<file path="src/rtl/gpr_wb_pkg.sv">
`default_nettype none
// ============================================================================
// Module      : gpr_wb_pkg
// Description : Shared types and constants for the GPR writeback controller.
// Revision    : 1.0 - initial release
// ============================================================================
package gpr_wb_pkg;

    // Native data width of the register file this controller serves
    localparam int WB_XLEN = 32;

    // Architectural zero register; writes to it are discarded
    localparam logic [4:0] REG_X0 = 5'd0;

    // One pending writeback: destination register and result
    typedef struct packed {
        logic [4:0]         addr;
        logic [WB_XLEN-1:0] data;
    } wb_entry_t;

    // Starvation monitor states
    typedef enum logic [0:0] {
        IDLE   = 1'b0,
        STARVE = 1'b1
    } wb_state_t;

endpackage : gpr_wb_pkg
`default_nettype wire

</file>
<file path="src/rtl/gpr_wb_fifo.sv">
`default_nettype none
// ============================================================================
// Module      : gpr_wb_fifo
// Description : DEPTH-entry circular buffer for long-latency writebacks with
//               an occupancy count and a per-entry valid/addr view used to
//               build the busy scoreboard.
// Revision    : 1.0 - initial release
// ============================================================================
module gpr_wb_fifo
    import gpr_wb_pkg::*;
#(
    parameter int DEPTH = 4,
    parameter int XLEN  = 32,
    localparam int PW   = $clog2(DEPTH),
    localparam int CW   = $clog2(DEPTH) + 1
) (
    input  logic            clk,
    input  logic            reset,
    input  logic            push,
    input  logic [4:0]      push_addr,
    input  logic [XLEN-1:0] push_data,
    input  logic            pop,
    output logic [4:0]      head_addr,
    output logic [XLEN-1:0] head_data,
    output logic [CW-1:0]   count,
    output logic            entry_valid [DEPTH],
    output logic [4:0]      entry_addr  [DEPTH]
);

    localparam logic [CW-1:0] FULL_CNT = CW'(DEPTH);

    logic [4:0]      addr_mem [DEPTH];
    logic [XLEN-1:0] data_mem [DEPTH];
    logic            valid_q  [DEPTH];
    logic [PW-1:0]   wr_ptr;
    logic [PW-1:0]   rd_ptr;
    logic            do_push;
    logic            do_pop;

    // Never overrun a full buffer or underrun an empty one
    assign do_push = push && (count != FULL_CNT);
    assign do_pop  = pop  && (count != '0);

    // Pointers, occupancy and per-entry valid flags; reset empties the buffer
    always_ff @(posedge clk or posedge reset) begin
        if (reset) begin
            wr_ptr <= '0;
            rd_ptr <= '0;
            count  <= '0;
            for (int i = 0; i < DEPTH; i++) valid_q[i] <= 1'b0;
        end else begin
            if (do_push) begin
                wr_ptr          <= wr_ptr + PW'(1);
                valid_q[wr_ptr] <= 1'b1;
            end
            if (do_pop) begin
                rd_ptr          <= rd_ptr + PW'(1);
                valid_q[rd_ptr] <= 1'b0;
            end
            case ({do_push, do_pop})
                2'b10:   count <= count + CW'(1);
                2'b01:   count <= count - CW'(1);
                default: count <= count;
            endcase
        end
    end

    // Payload storage; contents are qualified by valid_q, so no reset needed
    always_ff @(posedge clk) begin
        if (do_push) begin
            addr_mem[wr_ptr] <= push_addr;
            data_mem[wr_ptr] <= push_data;
        end
    end

    assign head_addr = addr_mem[rd_ptr];
    assign head_data = data_mem[rd_ptr];

    generate
        for (genvar g = 0; g < DEPTH; g++) begin : g_view
            assign entry_valid[g] = valid_q[g];
            assign entry_addr[g]  = addr_mem[g];
        end
    endgenerate

endmodule : gpr_wb_fifo
`default_nettype wire

</file>
<file path="src/rtl/gpr_wb_ctrl.sv">
`default_nettype none
// ============================================================================
// Module      : gpr_wb_ctrl
// Description : Write-side controller for the 32x32 GPR file. Merges
//               pipeline writebacks (highest priority) with queued
//               long-latency writebacks, drives the single registered write
//               port, publishes a busy scoreboard and requests a pipeline
//               stall when queued results are starved.
//               Optional feature macro: GPR_WB_FWD_EN (write-port bypass).
// Revision    : 1.0 - initial release
// ============================================================================
module gpr_wb_ctrl
    import gpr_wb_pkg::*;
#(
    parameter int DEPTH      = 4,
    parameter int XLEN       = 32,
    parameter int STARVE_MAX = 3
) (
    input  logic            clk,
    input  logic            reset,
    input  logic            pipe_wb_en,
    input  logic [4:0]      pipe_wb_addr,
    input  logic [XLEN-1:0] pipe_wb_data,
    input  logic            lq_valid,
    output logic            lq_ready,
    input  logic [4:0]      lq_addr,
    input  logic [XLEN-1:0] lq_data,
    output logic            rf_wrt_en,
    output logic [4:0]      rf_wrt_addr,
    output logic [XLEN-1:0] rf_wrt_data,
    output logic [31:0]     busy,
    output logic            wb_stall_req
`ifdef GPR_WB_FWD_EN
   ,input  logic [4:0]      rd_addr1,
    input  logic [4:0]      rd_addr2,
    input  logic [XLEN-1:0] rf_rd_data1,
    input  logic [XLEN-1:0] rf_rd_data2,
    output logic [XLEN-1:0] fwd_data1,
    output logic [XLEN-1:0] fwd_data2
`endif
);

    localparam int CW  = $clog2(DEPTH) + 1;
    localparam int SCW = $clog2(STARVE_MAX + 1);
    localparam logic [CW-1:0]  FULL_CNT   = CW'(DEPTH);
    localparam logic [SCW-1:0] STARVE_LIM = SCW'(STARVE_MAX);

    logic            pipe_eff;
    logic            q_push;
    logic            q_pop;
    logic            q_nonempty;
    logic [4:0]      head_addr;
    logic [XLEN-1:0] head_data;
    logic [CW-1:0]   count;
    logic            entry_valid [DEPTH];
    logic [4:0]      entry_addr  [DEPTH];
    logic [SCW-1:0]  starve_cnt;
    wb_state_t       state;
    wb_state_t       state_nx;

    assign pipe_eff   = pipe_wb_en && (pipe_wb_addr != REG_X0);
    assign q_nonempty = (count != '0);
    // Ready looks only at the registered count, so a full queue never accepts
    assign lq_ready   = !reset && (count != FULL_CNT);
    // x0 transfers are acknowledged but never stored
    assign q_push     = lq_valid && lq_ready && (lq_addr != REG_X0);
    // Queue only drains when the pipeline has no effective write
    assign q_pop      = !pipe_eff && q_nonempty;

    gpr_wb_fifo #(
        .DEPTH (DEPTH),
        .XLEN  (XLEN)
    ) u_fifo (
        .clk         (clk),
        .reset       (reset),
        .push        (q_push),
        .push_addr   (lq_addr),
        .push_data   (lq_data),
        .pop         (q_pop),
        .head_addr   (head_addr),
        .head_data   (head_data),
        .count       (count),
        .entry_valid (entry_valid),
        .entry_addr  (entry_addr)
    );

    // Registered write port: pipeline first, then queue head, else idle/hold
    always_ff @(posedge clk or posedge reset) begin
        if (reset) begin
            rf_wrt_en   <= 1'b0;
            rf_wrt_addr <= REG_X0;
            rf_wrt_data <= '0;
        end else if (pipe_eff) begin
            rf_wrt_en   <= 1'b1;
            rf_wrt_addr <= pipe_wb_addr;
            rf_wrt_data <= pipe_wb_data;
        end else if (q_nonempty) begin
            rf_wrt_en   <= 1'b1;
            rf_wrt_addr <= head_addr;
            rf_wrt_data <= head_data;
        end else begin
            rf_wrt_en   <= 1'b0;
        end
    end

    // Scoreboard: every queued destination plus the one in the output stage
    always_comb begin
        busy = '0;
        for (int i = 0; i < DEPTH; i++) begin
            if (entry_valid[i]) busy[entry_addr[i]] = 1'b1;
        end
        if (rf_wrt_en) busy[rf_wrt_addr] = 1'b1;
        busy[0] = 1'b0;
    end

    // Count consecutive cycles the queue head loses to the pipeline
    always_ff @(posedge clk or posedge reset) begin
        if (reset) begin
            starve_cnt <= '0;
        end else if (q_pop || !q_nonempty) begin
            starve_cnt <= '0;
        end else if (pipe_eff && (starve_cnt != STARVE_LIM)) begin
            starve_cnt <= starve_cnt + SCW'(1);
        end
    end

    // Starvation FSM state and registered stall request
    always_ff @(posedge clk or posedge reset) begin
        if (reset) begin
            state        <= IDLE;
            wb_stall_req <= 1'b0;
        end else begin
            state        <= state_nx;
            wb_stall_req <= (state_nx == STARVE);
        end
    end

    // Next state: enter STARVE at the limit unless the head drains this cycle
    always_comb begin
        state_nx = state;
        case (state)
            IDLE:    if ((starve_cnt == STARVE_LIM) && !q_pop) state_nx = STARVE;
            STARVE:  if (q_pop) state_nx = IDLE;
            default: state_nx = IDLE;
        endcase
    end

`ifdef GPR_WB_FWD_EN
    // Bypass the in-flight write to same-cycle register-file reads
    always_comb begin
        fwd_data1 = rf_rd_data1;
        fwd_data2 = rf_rd_data2;
        if (rf_wrt_en && (rd_addr1 != REG_X0) && (rf_wrt_addr == rd_addr1))
            fwd_data1 = rf_wrt_data;
        if (rf_wrt_en && (rd_addr2 != REG_X0) && (rf_wrt_addr == rd_addr2))
            fwd_data2 = rf_wrt_data;
    end
`endif

endmodule : gpr_wb_ctrl
`default_nettype wire

</file>
<file path="config.mk">
export PLATFORM = sky130hd
export DESIGN_NAME = gpr_wb_ctrl
export DESIGN_NICKNAME = d
export VERILOG_FILES = /design/src/rtl/gpr_wb_pkg.sv /design/src/rtl/gpr_wb_fifo.sv /design/src/rtl/gpr_wb_ctrl.sv
export SDC_FILE = /design/constraint.sdc
export NUM_CORES = 1
export LEC_CHECK = 0
export CORE_ASPECT_RATIO = 0.7
export CORE_MARGIN = 3
export CORE_UTILIZATION = 40
export CTS_BUF_LIST = sky130_fd_sc_hd__clkbuf_16
export DETAILED_ROUTE_END_ITERATION = 8
export HOLD_SLACK_MARGIN = 0.15
export SKIP_CTS_REPAIR_TIMING = 1
export SYNTH_ARGS = -nofsm -noshare
export SYNTH_HDL_FRONTEND = slang
export SYNTH_HIERARCHICAL = 1
export SYNTH_SLANG_ARGS = --single-unit
</file>
<file path="constraint.sdc">
create_clock -name clk -period 3.7 [get_ports clk]
set_clock_uncertainty 0.1 [all_clocks]
set_input_delay 0.74 -clock clk [delete_from_list [all_inputs] [get_ports clk]]
set_output_delay 0.74 -clock clk [all_outputs]
set_load 0.03 [all_outputs]
</file>
# After elaboration in Yosys (flattened, before gate mapping)
# Memories as Yosys holds them, arrays and structs flattened.
# Cells that the tools add are included.
[totals] ff_bits=52 ramBits=148 inputBits=78 out_inout_bits=72 wordCells=110 mem_count=2
[mem_list] memory="u_fifo.data_mem" depth=4 word_bits=32 read_ports=1 rd_ports_with_merged_regs=0 write_ports=1 line="gpr_wb_fifo.sv:33" text="logic [XLEN-1:0] data_mem [DEPTH];"
[mem_list] memory="u_fifo.addr_mem" depth=4 word_bits=5 read_ports=5 rd_ports_with_merged_regs=0 write_ports=1 line="gpr_wb_fifo.sv:32" text="logic [4:0] addr_mem [DEPTH];"
[classes] add_sub_neg=5 order_cmp=14 eq_ne=5 mux=35 bitwise_logic=10 n_reduce_logical=27
[op_table] operator="2-to-1 mux 32 bit" n=7
[op_table] operator="bitwise OR 32 bit" n=4
[op_table] operator="less-than comparator 5 x 6 -> 1 bit (second input constant)" n=5
[op_table] operator="demux 1 bit (select 5 bit)" n=5
[op_table] operator=">= comparator 5 x 1 -> 1 bit (second input constant)" n=5
[op_table] operator="logical AND 1 bit" n=16
[op_table] operator="2-to-1 mux 1 bit" n=13
[op_table] operator="2-to-1 mux 5 bit" n=2
[op_table] operator="nonzero test 5 bit" n=2
[op_table] operator="2-to-1 mux 4 bit" n=2
[op_table] operator="adder 2 x 1 -> 2 bit (second input constant)" n=3
[op_table] operator=">= comparator 3 bit (second input constant)" n=2
[op_table] operator="less-than comparator 3 x 1 -> 1 bit (second input constant)" n=2
[op_table] operator="NOT 2 -> 3 bit" n=2
[op_table] operator="case mux 3 bit (2 select lines)" n=1
[op_table] operator="nonzero test 2 bit" n=3
[op_table] operator="bitwise AND 4 bit" n=1
[op_table] operator="demux 1 bit (select 2 bit)" n=2
[op_table] operator="equality test 2 bit (second input constant)" n=2
[op_table] operator="logical NOT 1 bit" n=4
[op_table] operator="2-to-1 mux 2 bit" n=2
[op_table] operator="NOT 4 bit" n=1
[op_table] operator="bitwise OR 4 bit" n=1
[op_table] operator="adder 3 x 1 -> 3 bit (second input constant)" n=1
[op_table] operator="other kinds (8)" n=8

# Logic depth before layout (Yosys ltp)
# Gate-level depths: netlist (run 1).
# An unclocked memory read counts as a cell.
[logic_depth] word_depth=14 depth_mapped=12 depth_no_buf=10

# By module
# The synthesis (run 1) kept the hierarchy.
[modules_own_cells] module="gpr_wb_fifo" instances=1 cells_per_inst=248 area_each_um2=5970.7 seq_area_each_um2=4719.5
[modules_own_cells] module="gpr_wb_ctrl" instances=1 cells_per_inst=369 area_each_um2=3457.1 seq_area_each_um2=1026.0

# Worst setup path before layout (run 1)
# Ideal clock, no wire load.
[synth_path] path_kind="input to register" from="input port reset" to="memory u_fifo.addr_mem[0][0] (enable)" setup_ps=433 arrival_ps=3299 t_required_ps=3167 path_slack_ps=-132 cell_stages=4 n_path_buf=0 path_cell_list="a21oi_1 o311a_1 nand2_1 nor2_1"
[synth_between] elab_chain_len=7
[synth_lines] element="from (decl)" line="gpr_wb_ctrl.sv:20" text="input logic reset,"
[synth_lines] element="logical NOT 1 bit (no source line)"
[synth_lines] element="logical AND 1 bit" line="gpr_wb_ctrl.sv:64" text="assign lq_ready = !reset && (count != FULL_CNT);"
[synth_lines] element="logical AND 1 bit (2 in a row)" line="gpr_wb_ctrl.sv:66" text="assign q_push = lq_valid && lq_ready && (lq_addr != REG_X0);"
[synth_lines] element="net q_push" line="gpr_wb_ctrl.sv:49" text="logic q_push;"
[synth_lines] element="logical AND 1 bit" line="gpr_wb_fifo.sv:41" text="assign do_push = push && (count != FULL_CNT);"
[synth_lines] element="2-to-1 mux 1 bit" line="gpr_wb_fifo.sv:70" text="if (do_push) begin"
[synth_lines] element="2-to-1 mux 1 bit (not written as such)" line="gpr_wb_fifo.sv:71" text="addr_mem[wr_ptr] <= push_addr;"
[synth_lines] element="to (decl)" line="gpr_wb_fifo.sv:32"
# The timed path passes the listed nets, and every way through them passes these cells.

==> results of run 1 <==
[through the flow]
| stage | power, mW | worst slack (ps) | TNS (ps) |
|---|---|---|---|
| floorplan | 5.339 | 495.1 | 0 |
| global placement | 6.436 | 208.5 | 0 |
| detailed placement | 6.494 | 129.3 | 0 |
| CTS | 8.227 | 61.01 | 0 |
| global route | 8.572 | -19.14 | -58.90 |
| finish | 8.139 | 81.93 | 0 |
[cells by family after synthesis]
kind of cell,count (synthesis)
compound gates,72
xor+xnor,6
fa+ha+maj,11
buf+inv,41
flops,200
mux,109
other cells,1
simple gates,177
[cell type report]
cell class / count / share of cell area
clock buffer: 17 / 0.03577
clock inverter: 15 / 0.009364
inverter: 9 / 0.002841
multi-input combinational: 376 / 0.2950
sequential: 200 / 0.4834
tap: 312 / 0.03283
timing repair buffer: 167 / 0.1408
[report_power, final]
group,switching [mW],internal (mW)
clock,0.793,0.917
combinational,1.55,1.58
sequential,0.450,2.85
total,2.80,5.34
[cells in the final DEF, fill, tap and decap left out, types with 12 or more instances in the layout]
cell | netlist | final
clkbuf_16 | 0 | 17
nand4b_1 | 15 | 15
dfrtp_1 | 52 | 50
nor4bb_1 | 15 | 12
nand3_1 | 24 | 24
edfxtp_1 | 148 | 148
mux4_2 | 37 | 37
o22ai_1 | 23 | 23
or3_1 | 12 | 12
clkdlybuf4s50_1 | 0 | 148
nand2_1 | 27 | 27
buf_4 | 3 | 15
nor2_1 | 23 | 19
a22oi_1 | 26 | 26
mux2_2 | 65 | 65
[layer usage]
layer / share of wire / vias up
met1: 0.47 / 3178
met2: 0.44 / 272
met5: 0.0011 / -
li1: - / 2801
met3: 0.083 / 29
met4: 0.010 / 4
[flip-flops by register name, summed over array words and instances, names as in the netlist]
register,count
rf_wrt_data,32
u_fifo/wr_ptr,2
u_fifo/rd_ptr,2
u_fifo/addr_mem,20
starve_cnt,2
u_fifo/data_mem,128
state,1
u_fifo/count,3
u_fifo/entry_valid,4
rf_wrt_en,1
rf_wrt_addr,5
[final timing paths]
check,start,endpoint,depth (start not counted)
setup / recovery,u_fifo/addr_mem[1][4]$_DFFE_PP_,busy[11],4
hold / removal,state$_DFF_PP0_,state$_DFF_PP0_,1
setup reg to reg,u_fifo/count[0]$_DFFE_PP0P_,u_fifo/count[2]$_DFFE_PP0P_,10
hold reg to reg,state$_DFF_PP0_,state$_DFF_PP0_,1
max in group asynchronous,reset,rf_wrt_data[1]$_DFFE_PP0P_,2
min in group asynchronous,reset,u_fifo/entry_valid[1]$_DFF_PP0_,2
==> impl_metrics.csv, run 1 <==
group,metric,value,unit
status,status,"finished clean",
yosys,synth-compound-area-share,0.05521,
detailed_routing,detailroute.via_count,6284,
floorplanning,initial_utilization,0.4116,
critical_path,arrival,2780,ps
timing,hold_viol,0,
grt,grt_first_pass_wirelength,39.15,mm
cts,clk_pin_slew,70,ps
grt,met3_usage,0.06322,
flow_run,maxCapViolations,0,
critical_path,critPathTopFamily,"simple AND/OR/NAND/NOR gates",
timing,final_max_slew_viol_count,0,
layout,utilization,0.5191,
cts,cts_num_sinks,200,
yosys,syn_area,9428,µm²
critical_path,critPathRequiredTime,2860,ps
cts,cts.path.max_buffers,2,
power,leakagePower,4.080,nW
layout,fill_cells,1986,
detailed_routing,wirelength,25.30,mm
layout,n_antenna_cell,0,
timing,hold_ws,420.6,ps
yosys,ys_seq_area_frac,0.6094,
yosys,synth_flop_cell,"edfxtp_1",
grt,grt_pass1_vias,6503,
critical_path,r2r_setup_slack,1210,ps
detailed_routing,routedWlPerCell,23.08,µm
detailed_routing,detail-route-antenna-nets,0,
placed_design,gp_congestion,0.8960,
grt,use_met1,0.3059,
floorplanning,die_h,134.4,µm
layout,seqCellArea,5748,µm²
cts,cts_tree,"built",
yosys,synthCells,617,
floorplanning,dieArea,25480,µm²
timing,min_period_over_period,0.9779,
yosys,postSynthAreaPerCell,15.28,µm²
yosys,yosysMostFrequentCell,"edfxtp_1",
layout,final_area,11890,µm²
layout,area_delta_synth_final,26.13,%
layout,layout.cells.non_filler,1096,
cts,ctsHtreeMaxLevel,4,
timing,relSlewSlack,0.3327,
yosys,synth_top_area_cell,"edfxtp_1",
yosys,synth_xor_area_frac,0.005574,
placed_design,io_buffers,148,
floorplanning,die_w,189.5,µm
yosys,synth-warning-count,6,
critical_path,crit_buf_inv,1,
grt,grt_usage,0.2045,
detailed_routing,first_pass_iters,5,
timing,rsz0062_at_grt,"true",
grt,use_met2,0.2953,
yosys,synth_cell_type_count,50,
grt,grt.busiest_layer,"met1",
timing,period_needed,3618,ps
layout,multi_input_area,3508,µm²
yosys,ys_ff_latch,200,
cts,worstSkewPairLatency,430,ps
yosys,synthTopCellsByArea,"edfxtp_1 47%, dfrtp_1 14%, mux4_2 8.8%, mux2_2 7.8%, a22oi_1 2.1%",
critical_path,max_stage_delay,700,ps
critical_path,critical_path_class,"reg2out",
detailed_routing,drc,0,
timing,setup-violations-final,0,
min_path,hold_path_class,"reg2reg",
placed_design,hpwl,18.05,mm
placed_design,placed_area,11330,µm²
detailed_routing,viasPerCell,5.734,
yosys,syn-num-nets,706,
layout,drive_gt1_frac,0.2117,
cts,cts_inserted_buffers,17,
timing,tightest_slew,999.5,ps
critical_path,critPathCaptureType,"output port",
floorplanning,coreArea,22910,µm²
placed_design,dp_cells,1064,
cts,cts_root_buf,"clkbuf_16",
critical_path,path_max_fanout,10,
yosys,synth_top_family_by_area,"multiplexers",
yosys,synthTopCellsByCount,"148 x edfxtp_1, 65 x mux2_2, 52 x dfrtp_1, 37 x mux4_2, 27 x nand2_1",
floorplanning,fp-row-count,46,
power,peakVddDrop,418.7,µV
power,p_per_area,684.5,nW/µm²
yosys,yosys.area_share.simple,0.1156,
timing,max_freq,276.4,MHz
detailed_routing,drtIter0Drc,604,
layout,nNetsFinal,860,
critical_path,crit_slowest_cell,"clkdlybuf4s50_1",
yosys,yosys.area_share.adder,0.01539,
yosys,synth_top_area_frac,0.4714,
grt,antenna_found_initial,2,
yosys,synth_edf_count,148,
critical_path,crit_chain,"nor4bb_1 -> a32oi_1 -> nand4_1 -> clkdlybuf4s50_1",
grt,grt_max_degree,42,
yosys,async_flop_share,0.2600,
critical_path,worst_setup_path_start_kind,"flop",
yosys,synthMuxAreaShare,0.1735,
grt,overflow,0,
floorplanning,ios,150,
Power figures use the tool's default switching activity.
==> run 2: changes to the inputs <==
Settings changed: ABC_AREA set to 1, SETUP_SLACK_MARGIN set to 0.5.
==> impl_metrics.csv, run 2 <==
group,metric,value,unit
detailed_routing,routedWlPerCell,19.95,µm
power,p_per_area,702.3,nW/µm²
detailed_routing,drt-met1-wl,14.08,mm
floorplanning,coreArea,23760,µm²
critical_path,path_max_fanout,5,
floorplanning,dieArea,26240,µm²
grt,grt_max_degree,78,
timing,period_needed,3312,ps
detailed_routing,met2_length,12.20,mm
yosys,synth_top_area_frac,0.4571,
cts,cts_inserted_buffers,17,
yosys,ys_ff_latch,200,
layout,final_cell_mix,"231 x nor2_1, 201 x nand3_1, 148 x edfxtp_1, 131 x clkdlybuf4s50_1, 77 x o21ai_0",
placed_design,placed_area,11390,µm²
power,p_switching,3.483,mW
grt,grt_pass1_vias,7670,
critical_path,max_stage_delay,680,ps
critical_path,worst_setup_path_start_kind,"flop",
power,p_int,4.971,mW
power,pwr-share-clk,0.208,
cts,cts_root_buf,"clkbuf_16",
critical_path,critical_path_class,"reg2out",
timing,hold_viol,0,
detailed_routing,detailroute.via_count,8033,
cts,clk_pin_slew,70,ps
detailed_routing,drtIter0Drc,875,
detailed_routing,wl_met3,2.758,mm
yosys,yosysMostFrequentCell,"nor2_1",
critical_path,r2r_end,"u_fifo/data_mem[1][5]$_DFFE_PP_",
placed_design,hpwl,20.01,mm
timing,max_freq,302.0,MHz
power,pwr-share-comb,0.420,
yosys,synth_edf_count,148,
yosys,synthCells,1012,
min_path,min_from,"rf_wrt_data[3]$_DFFE_PP0P_",
yosys,synth_flop_cell,"edfxtp_1",
layout,final_common_cell,"nor2_1",
layout,seqCellArea,5747,µm²
power,power,8.455,mW
timing,min_period_over_period,0.8950,
yosys,synth_top_area_cell,"edfxtp_1",
yosys,synth_cell_type_count,33,
timing,rsz0062_at_grt,"true",
layout,nNetsFinal,1236,
floorplanning,die_w,192.3,µm
grt,antenna_found_initial,1,
yosys,syn_area,9723,µm²
yosys,synthTopCellsByCount,"232 x nor2_1, 205 x nand3_1, 148 x edfxtp_1, 77 x o21ai_0, 72 x nand2_1",
critical_path,crit_slowest_cell,"clkdlybuf4s50_1",
power,peakVddDrop,423.2,µV
grt,grt_first_pass_wirelength,44.85,mm
placed_design,io_buffers,148,
yosys,postSynthAreaPerCell,9.608,µm²
min_path,whs_path_depth,2,
cts,cts_num_sinks,200,
detailed_routing,drc,0,
status,status,"finished clean",
cts,cts.path.max_buffers,2,
critical_path,critPathRequiredTime,2860,ps
cts,cts_tree,"built",
layout,area_delta_synth_final,23.82,%
yosys,synthTopCellsByArea,"edfxtp_1 46%, dfrtp_1 13%, nand3_1 11%, nor2_1 9.0%, o21ai_0 4.0%",
yosys,synth-warning-count,6,
timing,setup_tns,0,ps
cts,worstSkewPairLatency,430,ps
detailed_routing,first_pass_iters,5,
placed_design,gp_congestion,0.9420,
layout,final_area,12040,µm²
critical_path,r2r_setup_slack,1290,ps
timing,hold_ws,419.4,ps
power,seqPwrFrac,0.372,
cts,ctsHtreeMaxLevel,4,
layout,drive_gt1_frac,0.06897,
layout,largest_reg_flops,128,
critical_path,arrival,2470,ps
yosys,syn-num-nets,1101,
layout,multi_input_area,3438,µm²
layout,regMostFlops,"u_fifo/data_mem",
critical_path,r2r_start,"u_fifo/count[0]$_DFFE_PP0P_",
timing,relSlewSlack,0.2958,
layout,n_antenna_cell,0,
detailed_routing,top_layer,"met5",
detailed_routing,detail-route-antenna-nets,0,
critical_path,critPathCaptureType,"output port",
floorplanning,fp-row-count,47,
min_path,hold_path_class,"reg2reg",
layout,fill_cells,2177,
min_path,min_to,"rf_wrt_data[3]$_DFFE_PP0P_",
yosys,ys_seq_area_frac,0.5909,
detailed_routing,viasPerCell,5.435,
power,p_sw_frac,0.4120,
timing,final_max_slew_viol_count,0,
floorplanning,ios,150,
timing,tightest_slew,1055,ps
floorplanning,initial_utilization,0.4093,
timing,setup-violations-final,0,
flow_run,maxCapViolations,0,
floorplanning,die_h,136.4,µm
detailed_routing,wirelength,29.48,mm
grt,grt_usage,0.2279,
layout,largestRegisters,"u_fifo/data_mem: 128 flops, rf_wrt_data: 32 flops, u_fifo/addr_mem: 20 flops",
critical_path,reg2reg_depth,8,
critical_path,crit_chain,"inv_1 -> nor3_1 -> nand2_1 -> nand3_1 -> clkdlybuf4s50_1",
power,leakagePower,4.826,nW
grt,overflow,0,
yosys,async_flop_share,0.2600,
run 2: cell types whose count changed after synthesis, sizes merged, moves of 19 or more:
cell	previous run	this run
inv	9	69
mux4	37	0
nand3	24	216
nor2	23	234
a21oi	1	20
nand2	27	73
o21ai	7	79
mux2	65	0
a22oi	26	0
run 2: critical path: cells and delay by family, from the launching register on:
family | cells | cell delay (ps)
buffers and inverters | 2 | 840
AND/OR/NAND/NOR | 3 | 710
flip-flops | 1 | 480
run 2: per-layer routing:
| layer | vias to the layer above | GRT usage |
|---|---|---|
| met2 | 338 | 0.3123 |
| met3 | 31 | 0.06572 |
| met4 | 2 | 0.05135 |
| met1 | 3878 | 0.3539 |
| met5 | - | 0 |
| li1 | 3784 | - |
run 2: stage by stage:
stage,instances,worst slack [ps],utilization
finish,1478,388.4,0.5067
global route,1478,292.4,0.5067
CTS,1478,311.8,0.5029
detailed placement,1446,307.3,0.4794
global placement,1446,360.7,0.4794
floorplan,1012,656.9,-
run 2: cell type report:
cell class              count  area share
flip-flops and latches    200      0.4773
multi-input cells         696      0.2856
repair buffers            163      0.1359
clock buffers              18     0.03741
well taps                 318     0.03305
inverters                  69     0.02172
clock inverters            14    0.008938
run 2: how the worst max path moves through the flow:
stage          cells past startpoint                       startpoint                              end  slack [ps]
3_5_place_dp                      14                  pipe_wb_addr[2]      u_fifo/count[2]$_DFFE_PP0P_         310
2_1_floorplan                      5                            reset  u_fifo/addr_mem[0][0]$_DFFE_PP_         660
3_3_place_gp                      14                  pipe_wb_addr[0]      u_fifo/count[2]$_DFFE_PP0P_         360
5_1_grt                            5  u_fifo/addr_mem[3][2]$_DFFE_PP_                          busy[7]         290
6_report                           5  u_fifo/addr_mem[3][2]$_DFFE_PP_                         busy[21]         390
4_1_cts                            5  u_fifo/addr_mem[3][3]$_DFFE_PP_                         busy[30]         310
run 2: power groups by stage:
stage          sequential (mW)  clock, mW  combinational, mW
6_report                  3.15       1.76               3.55
5_1_grt                   3.19       1.90               3.87
4_1_cts                   3.14       1.80               3.54
3_5_place_dp              3.18          0               3.53
3_3_place_gp              3.17          0               3.52
2_1_floorplan             3.48          0               1.93
run 2: cells by family after synthesis:
family                     synth area share
other                             0.0003857
muxes                              0.001030
AOI/OAI and AO/OA                   0.07477
DFF                                  0.5909
xor gates and xnor gates           0.004504
adders and majority gates           0.01493
buffers and inverters               0.06112
and+or+nand+nor                      0.2524
==> run 3: changes to the inputs <==
Settings changed: DONT_BUFFER_PORTS set to 1, PLACE_DENSITY set to 0.62, SYNTH_HIERARCHICAL 1 to not set.
==> impl_metrics.csv, run 3 <==
group,metric,value,unit
critical_path,crit_chain,"inv_1 -> nor3_1 -> a21oi_1 -> o211ai_1",
floorplanning,die_w,192.6,µm
yosys,synth_cell_type_count,38,
detailed_routing,detail-route-antenna-nets,0,
placed_design,io_buffers,0,
critical_path,critPathRequiredTime,2860,ps
cts,worstSkewPairLatency,440,ps
critical_path,max_stage_delay,570,ps
cts,ctsHtreeMaxLevel,4,
cts,cts_tree,"built",
floorplanning,initial_utilization,0.4091,
critical_path,arrival,2110,ps
critical_path,crit_buf_inv,1,
placed_design,place_ws,1095,ps
timing,tightest_slew,815.7,ps
status,status,"finished clean",
layout,area_delta_synth_final,8.128,%
yosys,syn_area,9744,µm²
layout,multi_input_area,3348,µm²
yosys,syn-num-nets,1077,
grt,grt_max_degree,66,
floorplanning,die_h,136.6,µm
flow_run,maxCapViolations,0,
layout,nNetsFinal,1070,
detailed_routing,drtIter0Drc,793,
layout,final_cell_mix,"185 x nand2_1, 159 x nor2_1, 148 x edfxtp_1, 129 x nand3_1, 79 x inv_1",
layout,fill_cells,2201,
critical_path,critical_path_class,"reg2out",
cts,clk_pin_slew,80,ps
floorplanning,dieArea,26300,µm²
detailed_routing,first_pass_iters,8,
timing,min_period_over_period,0.7973,
yosys,async_flop_share,0.2600,
layout,regMostFlops,"u_fifo.data_mem",
timing,setup_tns,0,ps
yosys,yosysMostFrequentCell,"nand2_1",
yosys,ys_seq_area_frac,0.5896,
cts,cts_inserted_buffers,17,
cts,cts_root_buf,"clkbuf_16",
layout,layout.cells.non_filler,1312,
yosys,synth-warning-count,0,
cts,cts_num_sinks,200,
floorplanning,fp-row-count,47,
critical_path,critPathTopFamily,"simple AND/OR/NAND/NOR gates",
power,peakVddDrop,351.8,µV
critical_path,critPathCaptureType,"output port",
layout,largestRegisters,"u_fifo.data_mem: 128 flops, rf_wrt_data: 32 flops, u_fifo.addr_mem: 20 flops",
layout,seqCellArea,5749,µm²
timing,hold_ws,175.1,ps
yosys,synthTopCellsByCount,"185 x nand2_1, 159 x nor2_1, 148 x edfxtp_1, 129 x nand3_1, 84 x inv_1",
yosys,ys_ff_latch,200,
grt,grt_first_pass_wirelength,40.12,mm
critical_path,path_max_fanout,6,
yosys,synth_edf_count,148,
critical_path,reg2reg_depth,7,
timing,setup-violations-final,0,
layout,utilization,0.4424,
grt,grt_usage,0.2054,
grt,antenna_found_initial,0,
detailed_routing,detailroute.via_count,7112,
yosys,postSynthAreaPerCell,9.863,µm²
power,leakagePower,4.095,nW
timing,layout_setup_ws,749.9,ps
critical_path,r2r_setup_slack,1400,ps
grt,grt_pass1_vias,6507,
detailed_routing,drc,0,
timing,max_freq,339.0,MHz
detailed_routing,routedWlPerCell,20.29,µm
layout,largest_reg_flops,128,
critical_path,crit_slowest_cell,"nor3_1",
detailed_routing,wirelength,26.63,mm
placed_design,hpwl,18.23,mm
cts,cts.path.max_buffers,2,
yosys,synthCells,988,
critical_path,worst_setup_path_start_kind,"flop",
timing,period_needed,2950,ps
yosys,synth_flop_cell,"edfxtp_1",
timing,relSlewSlack,0.4554,
floorplanning,coreArea,23820,µm²
yosys,synthTopCellsByArea,"edfxtp_1 46%, dfrtp_1 13%, nand2_1 7.1%, nand3_1 6.6%, nor2_1 6.1%",
timing,hold_viol,0,
power,p_per_area,741.9,nW/µm²
critical_path,r2r_start,"u_fifo.rd_ptr[0]$_DFFE_PP0N_",
placed_design,gp_congestion,0.9554,
min_path,hold_path_class,"in2async",
timing,rsz0062_at_grt,"false",
yosys,synth_top_area_cell,"edfxtp_1",
yosys,synth_top_area_frac,0.4561,
layout,final_common_cell,"nand2_1",
floorplanning,ios,150,
placed_design,dp_cells,1280,
layout,drive_gt1_frac,0.08249,
layout,n_antenna_cell,0,
grt,overflow,0,
detailed_routing,viasPerCell,5.421,
critical_path,r2r_end,"rf_wrt_data[12]$_DFFE_PP0P_",
timing,final_max_slew_viol_count,0,
## run 3: per-layer routing
metal	share of wire	track usage	up-vias	wire length, µm
met5	0	0	-	0
met4	0.016	0.05338	0	439
met3	0.097	0.07476	31	2576
met2	0.40	0.2767	280	10760
met1	0.48	0.3100	3423	12850
li1	-	-	3378	-
## run 3: worst register-to-register path, stage by stage (launching register included)
cell	delay, ps
dfrtp_4	820
buf_4	650
nor2_1	140
nor2_1	110
o21ai_0	100
nand2_1	100
nand2_1	110
nand3_1	110
## run 3: how the worst max path moves through the flow
stage,endpoint,cells past startpoint,start
after detailed placement,u_fifo.count[2]$_DFFE_PP0P_,9,lq_addr[3]
final,busy[24],4,u_fifo.addr_mem[3][3]$_DFFE_PP_
after global routing,busy[24],4,u_fifo.addr_mem[3][3]$_DFFE_PP_
after floorplan,u_fifo.count[2]$_DFFE_PP0P_,12,pipe_wb_addr[2]
after CTS,busy[24],4,u_fifo.addr_mem[3][3]$_DFFE_PP_
after global placement,rf_wrt_addr[0]$_DFFE_PP0P_,7,pipe_wb_addr[0]
## run 3: metrics by stage
step,power (mW),area [µm²]
after floorplan,5.450,9744
after global placement,5.981,9952
after detailed placement,6.005,9952
after CTS,7.860,10540
after global routing,8.299,10540
final,7.817,10540
## run 3: cell families (layout without fill, tap and decap cells)
family	Yosys count	count (layout)	share of synthesized area
AO/OA/AOI/OAI	126	126	0.08719
other	1	1	0.0003848
AND/OR/NAND/NOR	514	514	0.2356
multiplexers	1	1	0.001027
buffers and inverters	130	136	0.06677
flip-flops	200	200	0.5896
XOR/XNOR	5	5	0.004494
adder cells (fa/ha/maj)	11	11	0.01489
## run 3: power breakdown
part	total, mW	switching, mW	internal [mW]
clock network	1.86	0.900	0.959
logic	2.35	1.67	0.674
registers	3.61	0.773	2.84
total	7.82	3.35	4.47
## run 3: area by class of cell
class	count	share of cell area
clock buffer	17	0.04038
sequential	200	0.5457
timing repair buffer	13	0.01045
tap	318	0.03776
clock inverter	15	0.01508
inverter	91	0.03289
multi-input combinational	658	0.3178
